[src/rtl/vga_timing_pkg.sv]
// Shared VGA timing constants (640x480@60) and the coordinate type used by the
// renderer, object and collider blocks.
package vga_timing_pkg;

  localparam int unsigned COORD_W = 10;

  localparam int unsigned H_ACTIVE = 640;
  localparam int unsigned H_FP     = 16;
  localparam int unsigned H_SYNC   = 96;
  localparam int unsigned H_BP     = 48;
  localparam int unsigned V_ACTIVE = 480;
  localparam int unsigned V_FP     = 10;
  localparam int unsigned V_SYNC   = 2;
  localparam int unsigned V_BP     = 33;

  localparam int unsigned H_TOTAL = H_ACTIVE + H_FP + H_SYNC + H_BP;
  localparam int unsigned V_TOTAL = V_ACTIVE + V_FP + V_SYNC + V_BP;

  typedef logic [COORD_W-1:0] coord_t;

endpackage

[src/rtl/vga_timing_gen_if.sv]
// Raster stream from the timing generator: coordinates, blank, sync pins and
// the pixel/frame strobes.
interface vga_timing_gen_if;
  import vga_timing_pkg::*;

  coord_t x;
  coord_t y;
  logic   blank;
  logic   hsync;
  logic   vsync;
  logic   pixel_tick;
  logic   frame_tick;

  modport master (output x, y, blank, hsync, vsync, pixel_tick, frame_tick);
  modport slave  (input  x, y, blank, hsync, vsync, pixel_tick, frame_tick);

endinterface

[src/rtl/pixel_en_div.sv]
// System-clock divider: pix_en_o is high in the last clk of every CLK_DIV-clk
// pixel period.
module pixel_en_div #(
  parameter int unsigned CLK_DIV = 4
) (
  input  logic clk,
  input  logic reset,
  output logic pix_en_o
);

  localparam int unsigned DivW = (CLK_DIV > 1) ? $clog2(CLK_DIV) : 1;
  localparam logic [DivW-1:0] DivLast = DivW'(CLK_DIV - 1);

  logic [DivW-1:0] div_q, div_d;

  always_comb begin
    div_d = div_q + DivW'(1);
    // Also covers CLK_DIV==1, where DivLast is 0 and div stays parked at 0.
    if (div_q == DivLast) begin
      div_d = '0;
    end
  end

  always_ff @(posedge clk) begin
    if (!reset) begin
      div_q <= '0;
    end else begin
      div_q <= div_d;
    end
  end

  assign pix_en_o = (div_q == DivLast);

endmodule

[src/rtl/vga_timing_gen.sv]
// VGA raster timing generator; every output is registered one clk behind the
// div/hcnt/vcnt counters so the whole stream stays coherent.
module vga_timing_gen
  import vga_timing_pkg::*;
#(
  parameter int unsigned CLK_DIV  = 4,
  parameter int unsigned H_ACTIVE = vga_timing_pkg::H_ACTIVE,
  parameter int unsigned H_FP     = vga_timing_pkg::H_FP,
  parameter int unsigned H_SYNC   = vga_timing_pkg::H_SYNC,
  parameter int unsigned H_BP     = vga_timing_pkg::H_BP,
  parameter int unsigned V_ACTIVE = vga_timing_pkg::V_ACTIVE,
  parameter int unsigned V_FP     = vga_timing_pkg::V_FP,
  parameter int unsigned V_SYNC   = vga_timing_pkg::V_SYNC,
  parameter int unsigned V_BP     = vga_timing_pkg::V_BP,
  parameter int unsigned SYNC_POL = 0
) (
  input  logic              clk,
  input  logic              reset,
  vga_timing_gen_if.master  vga
);

  localparam int unsigned HTotal = H_ACTIVE + H_FP + H_SYNC + H_BP;
  localparam int unsigned VTotal = V_ACTIVE + V_FP + V_SYNC + V_BP;

  localparam coord_t HLast      = COORD_W'(HTotal - 1);
  localparam coord_t VLast      = COORD_W'(VTotal - 1);
  localparam coord_t HAct       = COORD_W'(H_ACTIVE);
  localparam coord_t VAct       = COORD_W'(V_ACTIVE);
  localparam coord_t HSyncStart = COORD_W'(H_ACTIVE + H_FP);
  localparam coord_t HSyncEnd   = COORD_W'(H_ACTIVE + H_FP + H_SYNC);
  localparam coord_t VSyncStart = COORD_W'(V_ACTIVE + V_FP);
  localparam coord_t VSyncEnd   = COORD_W'(V_ACTIVE + V_FP + V_SYNC);
  localparam logic   SyncOn     = (SYNC_POL != 0);

  logic   pix_en;
  coord_t hcnt_q, hcnt_d;
  coord_t vcnt_q, vcnt_d;
  coord_t x_q, y_q;
  logic   blank_q, hsync_q, vsync_q, pixel_tick_q, frame_tick_q;
  logic   h_last, v_last;

  pixel_en_div #(
    .CLK_DIV (CLK_DIV)
  ) u_pixel_en_div (
    .clk      (clk),
    .reset    (reset),
    .pix_en_o (pix_en)
  );

  assign h_last = (hcnt_q == HLast);
  assign v_last = (vcnt_q == VLast);

  always_comb begin
    hcnt_d = hcnt_q;
    vcnt_d = vcnt_q;
    if (pix_en) begin
      if (h_last) begin
        hcnt_d = '0;
        vcnt_d = v_last ? '0 : vcnt_q + COORD_W'(1);
      end else begin
        hcnt_d = hcnt_q + COORD_W'(1);
      end
    end
  end

  always_ff @(posedge clk) begin
    if (!reset) begin
      hcnt_q       <= '0;
      vcnt_q       <= '0;
      x_q          <= '0;
      y_q          <= '0;
      blank_q      <= 1'b1;
      hsync_q      <= ~SyncOn;
      vsync_q      <= ~SyncOn;
      pixel_tick_q <= 1'b0;
      frame_tick_q <= 1'b0;
    end else begin
      hcnt_q       <= hcnt_d;
      vcnt_q       <= vcnt_d;
      // Output stage decodes the pre-advance counters, hence the 1-clk lag.
      x_q          <= hcnt_q;
      y_q          <= vcnt_q;
      blank_q      <= (hcnt_q >= HAct) || (vcnt_q >= VAct);
      hsync_q      <= ((hcnt_q >= HSyncStart) && (hcnt_q < HSyncEnd)) ? SyncOn : ~SyncOn;
      vsync_q      <= ((vcnt_q >= VSyncStart) && (vcnt_q < VSyncEnd)) ? SyncOn : ~SyncOn;
      pixel_tick_q <= pix_en;
      frame_tick_q <= pix_en && h_last && v_last;
    end
  end

  assign vga.x          = x_q;
  assign vga.y          = y_q;
  assign vga.blank      = blank_q;
  assign vga.hsync      = hsync_q;
  assign vga.vsync      = vsync_q;
  assign vga.pixel_tick = pixel_tick_q;
  assign vga.frame_tick = frame_tick_q;

endmodule

[src/flat_wrapper.sv]
// flat-port wrapper written by rule: the top's interface ports become plain ports
module vga_timing_gen_flat import vga_timing_pkg::*;
#(
  parameter int unsigned CLK_DIV  = 4,
  parameter int unsigned H_ACTIVE = vga_timing_pkg::H_ACTIVE,
  parameter int unsigned H_FP     = vga_timing_pkg::H_FP,
  parameter int unsigned H_SYNC   = vga_timing_pkg::H_SYNC,
  parameter int unsigned H_BP     = vga_timing_pkg::H_BP,
  parameter int unsigned V_ACTIVE = vga_timing_pkg::V_ACTIVE,
  parameter int unsigned V_FP     = vga_timing_pkg::V_FP,
  parameter int unsigned V_SYNC   = vga_timing_pkg::V_SYNC,
  parameter int unsigned V_BP     = vga_timing_pkg::V_BP,
  parameter int unsigned SYNC_POL = 0
)
  (clk, reset, vga_x, vga_y, vga_blank, vga_hsync, vga_vsync, vga_pixel_tick, vga_frame_tick);
  vga_timing_gen_if vga_i ();
  input  logic clk;
  input  logic reset;
  output wire logic [$bits(vga_i.x)-1:0] vga_x;
  output wire logic [$bits(vga_i.y)-1:0] vga_y;
  output wire logic [$bits(vga_i.blank)-1:0] vga_blank;
  output wire logic [$bits(vga_i.hsync)-1:0] vga_hsync;
  output wire logic [$bits(vga_i.vsync)-1:0] vga_vsync;
  output wire logic [$bits(vga_i.pixel_tick)-1:0] vga_pixel_tick;
  output wire logic [$bits(vga_i.frame_tick)-1:0] vga_frame_tick;
  assign vga_x = vga_i.x;
  assign vga_y = vga_i.y;
  assign vga_blank = vga_i.blank;
  assign vga_hsync = vga_i.hsync;
  assign vga_vsync = vga_i.vsync;
  assign vga_pixel_tick = vga_i.pixel_tick;
  assign vga_frame_tick = vga_i.frame_tick;
  vga_timing_gen #(.CLK_DIV(CLK_DIV), .H_ACTIVE(H_ACTIVE), .H_FP(H_FP), .H_SYNC(H_SYNC), .H_BP(H_BP), .V_ACTIVE(V_ACTIVE), .V_FP(V_FP), .V_SYNC(V_SYNC), .V_BP(V_BP), .SYNC_POL(SYNC_POL)) u_core (.clk(clk), .reset(reset), .vga(vga_i));
endmodule
[config.mk]
export PLATFORM = sky130hd
export DESIGN_NAME = vga_timing_gen_flat
export DESIGN_NICKNAME = d
export VERILOG_FILES = /design/src/rtl/vga_timing_pkg.sv /design/src/rtl/vga_timing_gen_if.sv /design/src/rtl/pixel_en_div.sv /design/src/rtl/vga_timing_gen.sv /design/src/flat_wrapper.sv
export SDC_FILE = /design/constraint.sdc
export NUM_CORES = 1
export LEC_CHECK = 0
export CAP_MARGIN = 20
export CORE_MARGIN = 5
export CORE_UTILIZATION = 30
export DETAILED_ROUTE_END_ITERATION = 16
export PLACE_DENSITY = 0.62
export SLEW_MARGIN = 20
export SYNTH_ARGS = -nofsm -noshare
export SYNTH_HDL_FRONTEND = slang
export SYNTH_SLANG_ARGS = --single-unit
export TNS_END_PERCENT = 20
[constraint.sdc]
create_clock -name clk -period 1.7 [get_ports clk]
set_input_delay 0.34 -clock clk [delete_from_list [all_inputs] [get_ports clk]]
set_output_delay 0.34 -clock clk [all_outputs]
set_load 0.02 [all_outputs]
==> reports/qor.txt, run 1 <==
status: finished, violations left
failing checks: negative setup slack
Die Height: 87.0 um
pin count of the biggest net entering global routing: 20
Critical Path AT: 1.96 ns
number of vias per cell: 4.61
layout cells sized above 1: 19.7%
die area: 7560 um^2
Post-Place Cells: 301
post-synthesis compound-gate area fraction: 6.48%
Mean Syn Cell Area: 9.50 um^2
CTS clk-pin slew, worst paths: 0.09 ns
CTS tree: yes
final setup margin: -0.0283 ns
Worst setup EP type: flop
Routed Antenna Nets: 0
CP Capture Point: u_core.vcnt_q[8]$_SDFFE_PN0P_
flip-flop and latch area: 945 um^2
leak pwr: 0.880 nW
first-pass GRT wire length: 6330 um
cts bufs inserted: 5
drt total wl: 3740 um
Layout Cells excl Fill: 313
Crit path largest cell delay: 0.41 ns
Final Hold Fails: 0
main combinational cell family by area after synthesis: simple AND/OR/NAND/NOR gates
fmax: 0.579 GHz
largest fanout on the critical path: 5
P_int: 1.62 mW
setup TNS: -0.0388 ns
Tightest Pin Transition: 0.273 ns
Sw Share: 20.1%
post-synthesis adder-cell area fraction: 3.52%
worst min-delay path class: reg2reg
worst hold slack: 0.409 ns
DRC viols: 0
Post-Place Worst Slack: 0.0318 ns
DR pass1 iterations: 4
CP Launch Point: u_core.hcnt_q[1]$_SDFFE_PN0P_
worst r2r dst: u_core.vcnt_q[8]$_SDFFE_PN0P_
row cnt: 28
core area: 5850 um^2
pwr dens: 828 nW/um^2
area of the multi-input gates: 805 um^2
Filler cells: 556
Peak VDD IR: 428 uV
worst-case clock buffer depth: 2
post-layout util: 41.7%
initial antenna violation count: 0
Syn Nets: 194
Final setup viols: 2
Slew HR: 81.7%
Routed WL per cell: 11.9 um
CP required: 1.94 ns
Top Ports: 27
Syn Inst Count: 187
IO buf count: 26
area delta synth->final: 37.4%
R2R Path Start: u_core.hcnt_q[1]$_SDFFE_PN0P_
RSZ-0062 raised after global routing: yes
Seq pwr share: 55.2%
Post-Synth Simple-Gate Area: 28.5%
diode count: 0
width of the die: 87.0 um
Synth Cell Area: 1780 um^2
R2R cell count: 6
post-route cell area: 2440 um^2
sequential share of the synthesized area: 53.0%
clk_lat worst skew: 0.30 ns
mux cell area share after synthesis: 0%
clock network fraction of design power: 41.6%
MaxCap Viol Count: 0
Final #Nets: 244
synthesized flop and latch total: 47
GRT Overall Usage: 10.7%
crit path launch type: flop
Synth Area in XOR/XNOR: 4.44%
hpwl dp: 2550 um
RD Place Congestion: 0.836
Post-DP Area: 2250 um^2
Synth cell types: 29
Vias: 1,444
ratio of final minimum period to clock period: 102%
Setup CP Type: reg2reg
Max Slew Vio Count: 0
Final Power: 2.02 mW
Layout Skew: 0.00825 ns
combinational power share: 3.2%
vias in the first global route: 1,406
H-tree depth: 2
reg2reg setup slack: -0.03 ns
crit-path cells: ha_4, and4_4, nand4_1, buf_6, or4_4, a21oi_2
Net Sw Power: 406 uW
DRT iter0 DRCs: 74
clock tree root buffer cell: clkbuf_8
slowest CP cell: or4_4
TritonCTS Sinks: 47
GRT overflow: 0
Hold-fix buffers, CTS: 0
initial core utilization: 30.4%
fin crit period: 1.73 ns
Warnings, synthesis: 0
-- worst max-delay path: cells and delay by family, from the launching register on --
kind,cells,cell delay (ns)
flip-flops,1,0.36
AO/OA/AOI/OAI,1,0.12
adder cells (fa/ha/maj),1,0.14
buffers and inverters,1,0.21
AND/OR/NAND/NOR,3,0.83
-- layout by cell type (no fill, tap or decap), types with 7 or more instances in the layout --
cell type	instances
nand2_1	10
o21ai_0	8
inv_1	7
buf_4	23
clkdlybuf4s50_1	26
nor2_1	16
nand3_1	11
dfxtp_1	44
and2_1	17
-- registers in the layout (all words and copies together) (netlist names) --
| register | count |
|---|---|
| u_core.vcnt_q | 10 |
| u_core.vga.vsync | 1 |
| u_core.u_pixel_en_div.div_q | 2 |
| u_core.vga.blank | 1 |
| u_core.vga.x | 10 |
| u_core.vga.frame_tick | 1 |
| u_core.hcnt_q | 10 |
| u_core.vga.y | 10 |
| u_core.vga.hsync | 1 |
| u_core.vga.pixel_tick | 1 |
-- power groups by stage --
| stage | logic [mW] | clock network [mW] | registers (mW) |
|---|---|---|---|
| after CTS | 0.0639 | 0.866 | 1.12 |
| after global placement | 0.0629 | 0 | 1.14 |
| after global routing | 0.0745 | 0.915 | 1.12 |
| after floorplan | 0.0291 | 0 | 1.15 |
| final | 0.0642 | 0.840 | 1.12 |
| after detailed placement | 0.0638 | 0 | 1.14 |
-- layer usage --
metal,wire (um),GRT usage [%],up-vias
met4,82,5.10,0
li1,-,-,741
met5,0,0,-
met2,1660,16.1,30
met3,212,3.03,6
met1,1780,14.0,667
-- cells by family after synthesis --
family	after synthesis
compound gates	22
flops	47
xor+xnor	9
buf+inv	16
fa+ha+maj	5
simple gates	88
-- timing repair --
| item | in CTS | in global routing |
|---|---|---|
| endpoints found under the setup margin | 0 | 9 |
| buffers inserted | 0 | 2 |
| gates resized for setup | 0 | 11 |
-- synthesized netlist by cell type --
cell | instances | area [um^2]
o21ai_0 | 8 | 40.0
ha_1 | 5 | 62.6
buf_2 | 4 | 20.0
and3_1 | 2 | 12.5
nor4b_1 | 1 | 8.76
or3_1 | 6 | 37.5
nor2_1 | 16 | 60.1
nor4b_4 | 1 | 23.8
inv_1 | 7 | 26.3
nand3b_1 | 1 | 7.51
nand4b_1 | 2 | 17.5
a21oi_1 | 11 | 55.1
nand2b_1 | 2 | 12.5
buf_6 | 1 | 11.3
and4_1 | 2 | 17.5
nand4_1 | 6 | 37.5
or4_1 | 4 | 30.0
o21ai_1 | 1 | 5.00
nor3b_1 | 1 | 7.51
xnor2_1 | 5 | 43.8
nand3_1 | 11 | 55.1
clkbuf_1 | 4 | 15.0
and2_1 | 17 | 106
nor4bb_1 | 1 | 10.0
xor2_1 | 4 | 35.0
o31ai_1 | 2 | 15.0
nand2_1 | 10 | 37.5
dfxtp_1 | 47 | 941
nor3_1 | 5 | 25.0
-- cell type report --
class	count	share of cell area, %
repair buffers	52	18.6
clock inverters	2	1.44
flip-flops and latches	47	38.7
clock buffers	6	3.38
well taps	75	3.84
inverters	7	1.08
multi-input cells	124	33.0
-- worst min-delay path by stage --
stage	cells past startpoint	to	slack, ns	startpoint
2_1_floorplan	1	u_core.u_pixel_en_div.div_q[0]$_SDFF_PP0_	0.40	u_core.u_pixel_en_div.div_q[0]$_SDFF_PP0_
3_3_place_gp	1	u_core.u_pixel_en_div.div_q[0]$_SDFF_PP0_	0.41	u_core.u_pixel_en_div.div_q[0]$_SDFF_PP0_
3_5_place_dp	1	u_core.u_pixel_en_div.div_q[0]$_SDFF_PP0_	0.42	u_core.u_pixel_en_div.div_q[0]$_SDFF_PP0_
4_1_cts	1	u_core.u_pixel_en_div.div_q[0]$_SDFF_PP0_	0.44	u_core.u_pixel_en_div.div_q[0]$_SDFF_PP0_
5_1_grt	1	u_core.u_pixel_en_div.div_q[0]$_SDFF_PP0_	0.42	u_core.u_pixel_en_div.div_q[0]$_SDFF_PP0_
6_report	1	u_core.u_pixel_en_div.div_q[0]$_SDFF_PP0_	0.41	u_core.u_pixel_en_div.div_q[0]$_SDFF_PP0_
No activity file was read; power rests on OpenSTA's default activity.
==> inputs of run 2 (changes only) <==
--- a/config.mk
+++ b/config.mk
@@ -9,7 +9,8 @@
 export CORE_MARGIN = 5
 export CORE_UTILIZATION = 30
 export DETAILED_ROUTE_END_ITERATION = 16
-export PLACE_DENSITY = 0.62
+export GPL_ROUTABILITY_DRIVEN = 0
+export PLACE_DENSITY = 0.6
 export SLEW_MARGIN = 20
 export SYNTH_ARGS = -nofsm -noshare
 export SYNTH_HDL_FRONTEND = slang
==> reports/qor.txt, run 2 (synthesized netlist as in run 1, its figures left out) <==
core area: 5850 um^2 (unchanged)
IO buf count: 26 (unchanged)
fmax: 0.594 GHz (was 0.579 GHz)
drt total wl: 3710 um (was 3740 um)
CTS tree: yes (unchanged)
fin crit period: 1.68 ns (was 1.73 ns)
GR Layer Usage met1: 13.7% (was 14.0%)
CP Buf/Inv Count: 1 (unchanged)
ratio of final minimum period to clock period: 99.0% (was 102%)
DR pass1 iterations: 4 (unchanged)
Max Slew Vio Count: 0 (unchanged)
Peak VDD IR: 310 uV (was 428 uV)
Sw Share: 21.2% (was 20.1%)
combinational power share: 3.3% (was 3.2%)
crit-path cells: ha_4, and4_1, nand4_1, buf_6, or4_4, a21oi_2 (was ha_4, and4_4, nand4_1, buf_6, or4_4, a21oi_2)
Post-Place Cells: 300 (was 301)
row cnt: 28 (unchanged)
cts bufs inserted: 5 (unchanged)
clock network fraction of design power: 38.4% (was 41.6%)
number of vias per cell: 4.53 (was 4.61)
R2R Path Start: u_core.hcnt_q[1]$_SDFFE_PN0P_ (unchanged)
met3 Usage GRT: 3.03% (unchanged)
area of the multi-input gates: 793 um^2 (was 805 um^2)
Layout Cells excl Fill: 311 (was 313)
CTS clk-pin slew, worst paths: 0.09 ns (about the same)
crit path launch type: flop (unchanged)
clock tree root buffer cell: clkbuf_8 (unchanged)
pin count of the biggest net entering global routing: 20 (unchanged)
Crit path largest cell delay: 0.41 ns (about the same)
Worst setup EP type: flop (unchanged)
layout cells sized above 1: 18.6% (was 19.7%)
area delta synth->final: 35.8% (was 37.4%)
worst r2r dst: u_core.vcnt_q[8]$_SDFFE_PN0P_ (unchanged)
Min-Delay Path Depth: 1 (unchanged)
DRC viols: 0 (unchanged)
GRT Overall Usage: 10.5% (was 10.7%)
Final Hold Fails: 0 (unchanged)
initial antenna violation count: 0 (unchanged)
status: completed (was finished, violations left)
Top Ports: 27 (unchanged)
critical path's top delay family: simple AND/OR/NAND/NOR gates (unchanged)
Routed Antenna Nets: 0 (unchanged)
initial core utilization: 30.4% (unchanged)
Die Height: 87.0 um (unchanged)
TritonCTS Sinks: 47 (unchanged)
flip-flop and latch area: 947 um^2 (was 945 um^2)
GRT overflow: 0 (unchanged)
die area: 7560 um^2 (unchanged)
most frequent cells in the layout: dfxtp_1 (42), clkdlybuf4s50_1 (26), buf_4 (22), and2_1 (17), nor2_1 (16) (was dfxtp_1 (44), clkdlybuf4s50_1 (26), buf_4 (23), and2_1 (17), nor2_1 (16))
leak pwr: 0.867 nW (was 0.880 nW)
CP required: 1.93 ns (was 1.94 ns)
Hold Path End: u_core.u_pixel_en_div.div_q[0]$_SDFF_PP0_ (unchanged)
worst-case clock buffer depth: 2 (unchanged)
CP Launch Point: u_core.hcnt_q[1]$_SDFFE_PN0P_ (unchanged)
reg2reg setup slack: 0.02 ns (was -0.03 ns)
diode count: 0 (unchanged)
vias in the first global route: 1,324 (was 1,406)
Layout Skew: 0.00541 ns (was 0.00825 ns)
setup TNS: 0 ns (was -0.0388 ns)
hpwl dp: 2630 um (was 2550 um)
slowest CP cell: or4_4 (unchanged)
Vias: 1,410 (was 1,444)
worst min-delay path class: reg2reg (unchanged)
width of the die: 87.0 um (unchanged)
busiest grt layer: met2 (unchanged)
Final setup viols: 0 (was 2)
clk_lat worst skew: 0.29 ns (was 0.30 ns)
Seq pwr share: 58.4% (was 55.2%)
Routed WL per cell: 11.9 um (about the same)
Net Sw Power: 405 uW (was 406 uW)
MaxCap Viol Count: 0 (unchanged)
first-pass GRT wire length: 6290 um (was 6330 um)
Setup CP Type: reg2reg (unchanged)
Filler cells: 586 (was 556)
largest fanout on the critical path: 8 (was 5)
DRT iter0 DRCs: 60 (was 74)
H-tree depth: 2 (unchanged)
Tightest Pin Transition: 0.267 ns (was 0.273 ns)
P_int: 1.51 mW (was 1.62 mW)
pwr dens: 793 nW/um^2 (was 828 nW/um^2)
R2R cell count: 6 (unchanged)
Slew HR: 82.1% (was 81.7%)
routing usage on met2: 16.8% (was 16.1%)
Critical Path AT: 1.91 ns (was 1.96 ns)
HP Start: u_core.u_pixel_en_div.div_q[0]$_SDFF_PP0_ (unchanged)
Final #Nets: 242 (was 244)
commonest non-fill, non-tap cell in the layout: dfxtp_1 (unchanged)
RSZ-0062 raised after global routing: yes (unchanged)
==> run 2: changes by cell type in the layout (fill, tap and decap cells not counted), sizes merged <==
| cell | delta |
|---|---|
| clkinv | -1 |
| buf | -2 |
| clkinvlp | +1 |
| bufinv | -1 |
| clkbuf | +1 |
==> run 2: worst reg2reg max path: cells and delay by family, from the launching register on <==
kind                       cells  cell delay [ns]
and+or+nand+nor                3             0.81
DFF                            1             0.36
buffers and inverters          1             0.19
adders and majority gates      1             0.14
AOI/OAI and AO/OA              1             0.12
==> run 2: layer usage <==
metal / vias to the layer above / part of all wire, %
li1: 738 / -
met1: 639 / 50
met2: 29 / 44
met3: 4 / 5.0
met4: 0 / 1.4
met5: - / 0
==> run 2: area by class of cell <==
type | instances | share of cell area [%]
clock buffer | 7 | 3.99
timing repair buffer | 50 | 18.6
clock inverter | 1 | 0.311
sequential | 47 | 39.3
multi-input combinational | 124 | 32.9
inverter | 7 | 1.09
tap | 75 | 3.89
==> run 2: worst max-delay path by stage <==
stage               cells past startpoint                             to  slack [ns]
floorplan                               8  u_core.vcnt_q[8]$_SDFFE_PN0P_        0.06
global placement                        6  u_core.vcnt_q[8]$_SDFFE_PN0P_        0.08
detailed placement                      6  u_core.vcnt_q[8]$_SDFFE_PN0P_        0.04
CTS                                     5  u_core.vcnt_q[8]$_SDFFE_PN0P_        0.02
global route                            6  u_core.vcnt_q[8]$_SDFFE_PN0P_       -0.02
finish                                  6  u_core.vcnt_q[8]$_SDFFE_PN0P_        0.02
==> run 2: metrics by stage <==
stage / power (mW) / util [%] / worst slack (ns) / cell area, um^2 / hold slack, ns
global route: 2.00 / 41.2 / -0.0211 / 2410 / 0.439
finish: 1.91 / 41.2 / 0.0175 / 2410 / 0.415
global placement: 1.20 / 38.4 / 0.0764 / 2250 / 0.413
floorplan: 1.18 / - / 0.0565 / 1780 / 0.404
detailed placement: 1.20 / 38.4 / 0.0353 / 2250 / 0.418
CTS: 1.94 / 40.4 / 0.0232 / 2370 / 0.435
==> run 2: what timing repair did <==
action / CTS / global route
resized for setup: 0 / 11
setup endpoints to repair: 1 / 8
pin swaps: 0 / 6
setup buffers: 2 / 1
hold buffers: 0 / 0
==> run 2: power groups by stage <==
stage	Sequential [mW]	Clock, mW	Combinational, mW
2_1_floorplan	1.15	0	0.0291
3_5_place_dp	1.14	0	0.0582
6_report	1.12	0.734	0.0624
4_1_cts	1.12	0.758	0.0624
5_1_grt	1.12	0.809	0.0700
3_3_place_gp	1.14	0	0.0571
